<file path="config.mk">
export PLATFORM = sky130hd
export DESIGN_NAME = uart_boot_loader
export DESIGN_NICKNAME = d
export VERILOG_FILES = /design/src/rtl/MIPS_pkg.sv /design/src/rtl/UART_csr_pkg.sv /design/src/rtl/uart_boot_loader.sv
export SDC_FILE = /design/constraint.sdc
export NUM_CORES = 1
export LEC_CHECK = 0
export ABC_AREA = 1
export CAP_MARGIN = 20
export CORE_ASPECT_RATIO = 2
export CORE_UTILIZATION = 55
export CTS_BUF_LIST = sky130_fd_sc_hd__clkbuf_8 sky130_fd_sc_hd__clkbuf_16
export CTS_CLUSTER_SIZE = 16
export DETAILED_ROUTE_END_ITERATION = 8
export GPL_TIMING_DRIVEN = 0
export PLACE_DENSITY = 0.85
export SLEW_MARGIN = 20
export SYNTH_ARGS = -nofsm -noshare
export SYNTH_HDL_FRONTEND = slang
export SYNTH_SLANG_ARGS = --single-unit
</file>
<file path="constraint.sdc">
create_clock -name clk -period 3.2 [get_ports clk]
set_input_delay 0.64 -clock clk [delete_from_list [all_inputs] [get_ports clk]]
set_output_delay 0.64 -clock clk [all_outputs]
set_load 0.1 [all_outputs]
</file>
<file path="src/rtl/MIPS_pkg.sv">
// MIPS memory geometry and boot-loader state/phase encodings.
package MIPS_pkg;

    localparam int unsigned MIPS_MEMORY_ADDR_WIDTH = 8;
    localparam int unsigned MIPS_DATA_WIDTH        = 32;
    localparam int unsigned BOOT_HDR_BYTES         = 2;

    typedef enum logic [3:0] {
        IDLE,
        POLL,
        POLL_WAIT,
        GAP,
        READ,
        READ_WAIT,
        WRITE,
        CHECK,
        DONE,
        ERROR
    } boot_state_t;

    typedef enum logic [1:0] {
        PH_HEADER,
        PH_PAYLOAD,
        PH_CHECKSUM
    } load_phase_t;

endpackage

</file>
<file path="src/rtl/UART_csr_pkg.sv">
// UART control/status register map as seen by the boot loader.
package UART_csr_pkg;

    typedef logic [3:0] uart_csr_addr_t;
    typedef logic [7:0] uart_csr_data_t;

    localparam uart_csr_addr_t UART_CSR_STATUS_ADDR  = 4'h4;
    localparam uart_csr_addr_t UART_CSR_RX_DATA_ADDR = 4'h8;
    localparam int unsigned    UART_RX_VALID_BIT     = 0;

endpackage

</file>
<file path="src/rtl/uart_boot_loader.sv">
// Polls the UART for a word-count/payload/checksum stream, writes the payload
// into MIPS memory, then releases the core (DONE) or holds it in reset (ERROR).
module uart_boot_loader
    import UART_csr_pkg::*;
    import MIPS_pkg::*;
#(
    parameter int unsigned POLL_GAP = 4
) (
    input  logic                              clk,
    input  logic                              rst_n,
    output uart_csr_addr_t                    csr_rd_addr,
    output logic                              csr_ren,
    input  uart_csr_data_t                    csr_rd_data,
    output logic [MIPS_MEMORY_ADDR_WIDTH-1:0] mem_addr,
    output logic [MIPS_DATA_WIDTH-1:0]        mem_wr_data,
    output logic                              mem_wr_en,
    output logic                              mem_chip_sel,
    output logic                              bus_owner,
    output logic                              mips_rst_n,
    output logic                              boot_done,
    output logic                              boot_error
);

    localparam int unsigned AW        = MIPS_MEMORY_ADDR_WIDTH;
    localparam int unsigned DW        = MIPS_DATA_WIDTH;
    localparam int unsigned GAP_W     = $clog2(POLL_GAP + 2);
    localparam logic [16:0] MAX_WORDS = 17'(2 ** AW);

    boot_state_t       state, state_nxt;
    load_phase_t       phase;
    logic [1:0]        byte_cnt;
    logic [AW:0]       word_idx;
    logic [15:0]       word_cnt;
    logic [DW-1:0]     asm_word;
    logic [7:0]        csum;
    logic [7:0]        rx_byte;
    logic [GAP_W-1:0]  gap_cnt;

    logic [7:0]        rx_b;
    logic [15:0]       hdr_n;
    logic              hdr_last;
    logic              last_word;

    assign rx_b      = csr_rd_data;
    assign hdr_n     = {rx_b, word_cnt[7:0]};
    assign hdr_last  = (byte_cnt == 2'(BOOT_HDR_BYTES - 1));
    assign last_word = ((16'(word_idx) + 16'd1) == word_cnt);

    always_ff @(posedge clk or negedge rst_n) begin
        if (!rst_n) state <= IDLE;
        else        state <= state_nxt;
    end

    // GAP lasts POLL_GAP+1 cycles, so status strobes recur every POLL_GAP+3 cycles.
    always_comb begin
        state_nxt    = state;
        csr_ren      = 1'b0;
        csr_rd_addr  = '0;
        mem_wr_en    = 1'b0;
        mem_chip_sel = 1'b0;
        mem_addr     = '0;
        mem_wr_data  = '0;
        bus_owner    = 1'b1;
        mips_rst_n   = 1'b0;
        boot_done    = 1'b0;
        boot_error   = 1'b0;
        case (state)
            IDLE:      state_nxt = POLL;
            POLL: begin
                csr_ren     = 1'b1;
                csr_rd_addr = UART_CSR_STATUS_ADDR;
                state_nxt   = POLL_WAIT;
            end
            POLL_WAIT: state_nxt = csr_rd_data[UART_RX_VALID_BIT] ? READ : GAP;
            GAP:       state_nxt = (gap_cnt == GAP_W'(POLL_GAP)) ? POLL : GAP;
            READ: begin
                csr_ren     = 1'b1;
                csr_rd_addr = UART_CSR_RX_DATA_ADDR;
                state_nxt   = READ_WAIT;
            end
            READ_WAIT: begin
                case (phase)
                    PH_HEADER:  state_nxt = (hdr_last && ({1'b0, hdr_n} > MAX_WORDS)) ? ERROR : POLL;
                    PH_PAYLOAD: state_nxt = (byte_cnt == 2'd3) ? WRITE : POLL;
                    default:    state_nxt = CHECK;
                endcase
            end
            WRITE: begin
                mem_wr_en    = 1'b1;
                mem_chip_sel = 1'b1;
                mem_addr     = word_idx[AW-1:0];
                mem_wr_data  = asm_word;
                state_nxt    = POLL;
            end
            CHECK:     state_nxt = (rx_byte == csum) ? DONE : ERROR;
            DONE: begin
                bus_owner  = 1'b0;
                mips_rst_n = 1'b1;
                boot_done  = 1'b1;
            end
            ERROR:     boot_error = 1'b1;
            default:   state_nxt = IDLE;
        endcase
    end

    always_ff @(posedge clk or negedge rst_n) begin
        if (!rst_n) begin
            phase    <= PH_HEADER;
            byte_cnt <= '0;
            word_idx <= '0;
            word_cnt <= '0;
            asm_word <= '0;
            csum     <= '0;
            rx_byte  <= '0;
            gap_cnt  <= '0;
        end else begin
            case (state)
                POLL_WAIT: gap_cnt <= '0;
                GAP:       gap_cnt <= gap_cnt + GAP_W'(1);
                READ_WAIT: begin
                    case (phase)
                        PH_HEADER: begin
                            csum <= csum ^ rx_b;
                            if (!hdr_last) begin
                                word_cnt[7:0] <= rx_b;
                                byte_cnt      <= byte_cnt + 2'd1;
                            end else begin
                                word_cnt <= hdr_n;
                                byte_cnt <= '0;
                                phase    <= (hdr_n == '0) ? PH_CHECKSUM : PH_PAYLOAD;
                            end
                        end
                        PH_PAYLOAD: begin
                            csum                             <= csum ^ rx_b;
                            asm_word[{byte_cnt, 3'b000} +: 8] <= rx_b;
                            byte_cnt                         <= byte_cnt + 2'd1;
                        end
                        default: rx_byte <= rx_b;
                    endcase
                end
                WRITE: begin
                    word_idx <= word_idx + (AW + 1)'(1);
                    if (last_word) phase <= PH_CHECKSUM;
                end
                default: ;
            endcase
        end
    end

endmodule

</file>
==> out/metrics.csv <==
metric,value,unit
clock tree from TritonCTS,done,
CP Data Arrival Time,2440,ps
clock root buffer,sky130_fd_sc_hd__clkbuf_16,
width of the chip,66.6,µm
count of H-tree levels built during CTS,3,
number of instances in the synthesized netlist,589,
pin slew with the least headroom to its limit,965,ps
f_max,325,MHz
cell taking the most area after synthesis,sky130_fd_sc_hd__dfrtp_1,
via count,4169,
later-pin clock latency in the skew report,340,ps
result of the run,completed,
CTS buffer count,9,
average via count per standard cell,5.48,
skew final,7.12,ps
Final Hold Slack,288,ps
clock slew at the register clock pins of the worst setup and hold paths,60,ps
required time of the critical path,2560,ps
maximum buffer depth of the clock tree,2,
CP max stage delay,1200,ps
r2r startpoint,byte_cnt[0],
number of max-capacitance violations reported,0,
startpoint type of the worst setup path,flip-flop,
Site Rows,46,
Synth-to-Final Area Change,23.6,%
depth of the most critical reg-to-reg path,8,
CP Capture Type,output pin,
total congestion overflow,0,
unrepaired setup endpoints after global routing,false,
Post-layout nets,681,
sequential element share of the synthesized area,0.457,
maximum fanout along the worst path,11,
final count of pins violating max slew,0,
number of search-and-repair iterations in the first detailed-routing pass,5,
most frequent cells in the layout,"sky130_fd_sc_hd__nand2_1 (117), sky130_fd_sc_hd__inv_1 (100), sky130_fd_sc_hd__dfrtp_1 (84), sky130_fd_sc_hd__nor2_1 (71), sky130_fd_sc_hd__o21ai_0 (69)",
Die H,131,µm
DRC Markers,0,
global-route wire length before repair,19000,µm
Max-Slew Margin vs Limit,0.355,
cell with the biggest individual delay on the critical path,sky130_fd_sc_hd__clkdlybuf4s50_1,
setup fix buffers added after clock tree synthesis,0,
top-level I/O count,61,
pin count of the biggest net entering global routing,44,
register bit total from synthesis,84,
reported leakage power,2.96,nW
ys flop type,sky130_fd_sc_hd__dfrtp_1,
CP Cell Sequence,"inv_2, nand2_1, nor2_4, clkdlybuf4s50_1",
wire length per cell,15.0,µm
Yosys cell types,34,
kind of critical path,flip-flop to output pin,
portion of synthesized cell area occupied by the leading cell type,0.457,
average footprint of a synthesized cell,7.80,µm²
kind of path behind the tightest hold check,primary input to async pin,
vias in the first global route,4241,
most area-consuming cells after synthesis,"sky130_fd_sc_hd__dfrtp_1 (46%), sky130_fd_sc_hd__nand2_1 (9.6%), sky130_fd_sc_hd__inv_1 (7.8%)",
RD Place Congestion,0.862,
"commonest non-fill, non-tap cell in the layout",sky130_fd_sc_hd__nand2_1,
share of the cycle needed by the critical path after routing,0.963,
final period demand of the worst path,3080,ps
Yosys warning total,0,
core box area,0.00800,mm²
highest ir drop seen on vdd,0.510,mV
number of sinks driven by the clock tree,84,
Critical Path Source,state[0],
detailed-route wire length,11400,µm
antenna violations before repair,0,
utilization after layout,0.710,
number of input and output port buffers inserted,58,
number of synthesized flops with an enable pin,0,
diode insertion count for antenna repair,0,
asr flop ratio synth,1.00,
aggregate global-route resource usage,0.289,
Post-DP HPWL,8400,µm
Mapped Area,0.00460,mm²
final count of hold timing violations,0,
layout cells sized above 1,0.146,
total negative setup slack,0,ps
power density cells,653,mW/mm²
Final setup viols,0,
post-detailed-route count of antenna-violating nets,0,
DIE AREA,0.00875,mm²
hold buffer count at CTS,0,
initial core utilization,0.574,
Initial DRC Count,297,
cell families after synthesis:
logic type / share of synthesized area
and+or+nand+nor: 0.293
buffers and inverters: 0.112
DFF: 0.457
AOI/OAI and AO/OA: 0.0847
xor gates and xnor gates: 0.0229
adders and majority gates: 0.0299
other: 0.000816
timing repair:
item                                    CTS  global route
gates resized for setup                 120             1
pin swaps                                 0             0
endpoints found under the setup margin   40             1
power by group:
| group | internal, mW | leakage, nW | switching, mW | total [mW] |
|---|---|---|---|---|
| clock network | 0.636 | 0.161 | 0.399 | 1.03 |
| logic | 0.335 | 1.93 | 1.06 | 1.40 |
| registers | 1.17 | 0.870 | 0.101 | 1.27 |
| total | 2.14 | 2.96 | 1.56 | 3.71 |
registers in the layout, indices dropped and copies added (netlist names), 3 cells and up:
signal	count
asm_word	32
word_cnt	16
word_idx	9
csum	8
rx_byte	8
state	4
gap_cnt	3
synthesized netlist by cell type (5+ instances only):
| cell | instances |
|---|---|
| sky130_fd_sc_hd__clkbuf_1 | 6 |
| sky130_fd_sc_hd__nor2_1 | 75 |
| sky130_fd_sc_hd__or2_2 | 5 |
| sky130_fd_sc_hd__inv_1 | 96 |
| sky130_fd_sc_hd__nand4_1 | 20 |
| sky130_fd_sc_hd__o21ai_0 | 69 |
| sky130_fd_sc_hd__dfrtp_1 | 84 |
| sky130_fd_sc_hd__nand3_1 | 37 |
| sky130_fd_sc_hd__xnor2_1 | 8 |
| sky130_fd_sc_hd__buf_4 | 5 |
| sky130_fd_sc_hd__nand2_1 | 117 |
| sky130_fd_sc_hd__nor2_8 | 5 |
| sky130_fd_sc_hd__ha_1 | 11 |
| sky130_fd_sc_hd__inv_2 | 5 |
| sky130_fd_sc_hd__nor3_1 | 10 |
| sky130_fd_sc_hd__buf_2 | 5 |
critical path, delay by kind of cell (launching register included):
family,cells,cell delay [ps]
buf+inv,2,1300
flops,1,420
simple gates,2,380
path summary, 6_finish.rpt:
check,slack [ps],end
min,290,asm_word[5]
max in group asynchronous,2290,gap_cnt[0]
max,120,mem_chip_sel
max reg2reg,1040,asm_word[23]
min in group clk,480,word_cnt[10]
min reg2reg,480,word_cnt[10]
metal layers:
metal	GRT usage	vias up	part of all wire
met2	0.516	150	0.55
met1	0.293	1986	0.35
met4	0.190	0	0.059
met5	0	-	0
li1	-	1982	-
met3	0.0417	51	0.047
final cells by class:
cell class              count  area [µm²]
inverters                 102         383
multi-input cells         384        1990
repair buffers             59         651
plain buffers              20         130
clock buffers              11         253
flip-flops and latches     84        2100
well taps                  96         120
fillers                   597        2320
clock inverters             5        45.0
stage by stage:
stage / worst slack [ps] / cells / total power [mW] / cell area [µm²]
finish: 118 / 761 / 3.71 / 5680
detailed placement: -59.2 / 745 / 2.70 / 5330
global placement: -1390 / 744 / 2.67 / 5310
global route: 34.1 / 761 / 3.86 / 5680
CTS: 48.3 / 761 / 3.72 / 5680
floorplan: -193 / 590 / 2.36 / 4610
No activity file was read; power rests on OpenSTA's default activity.
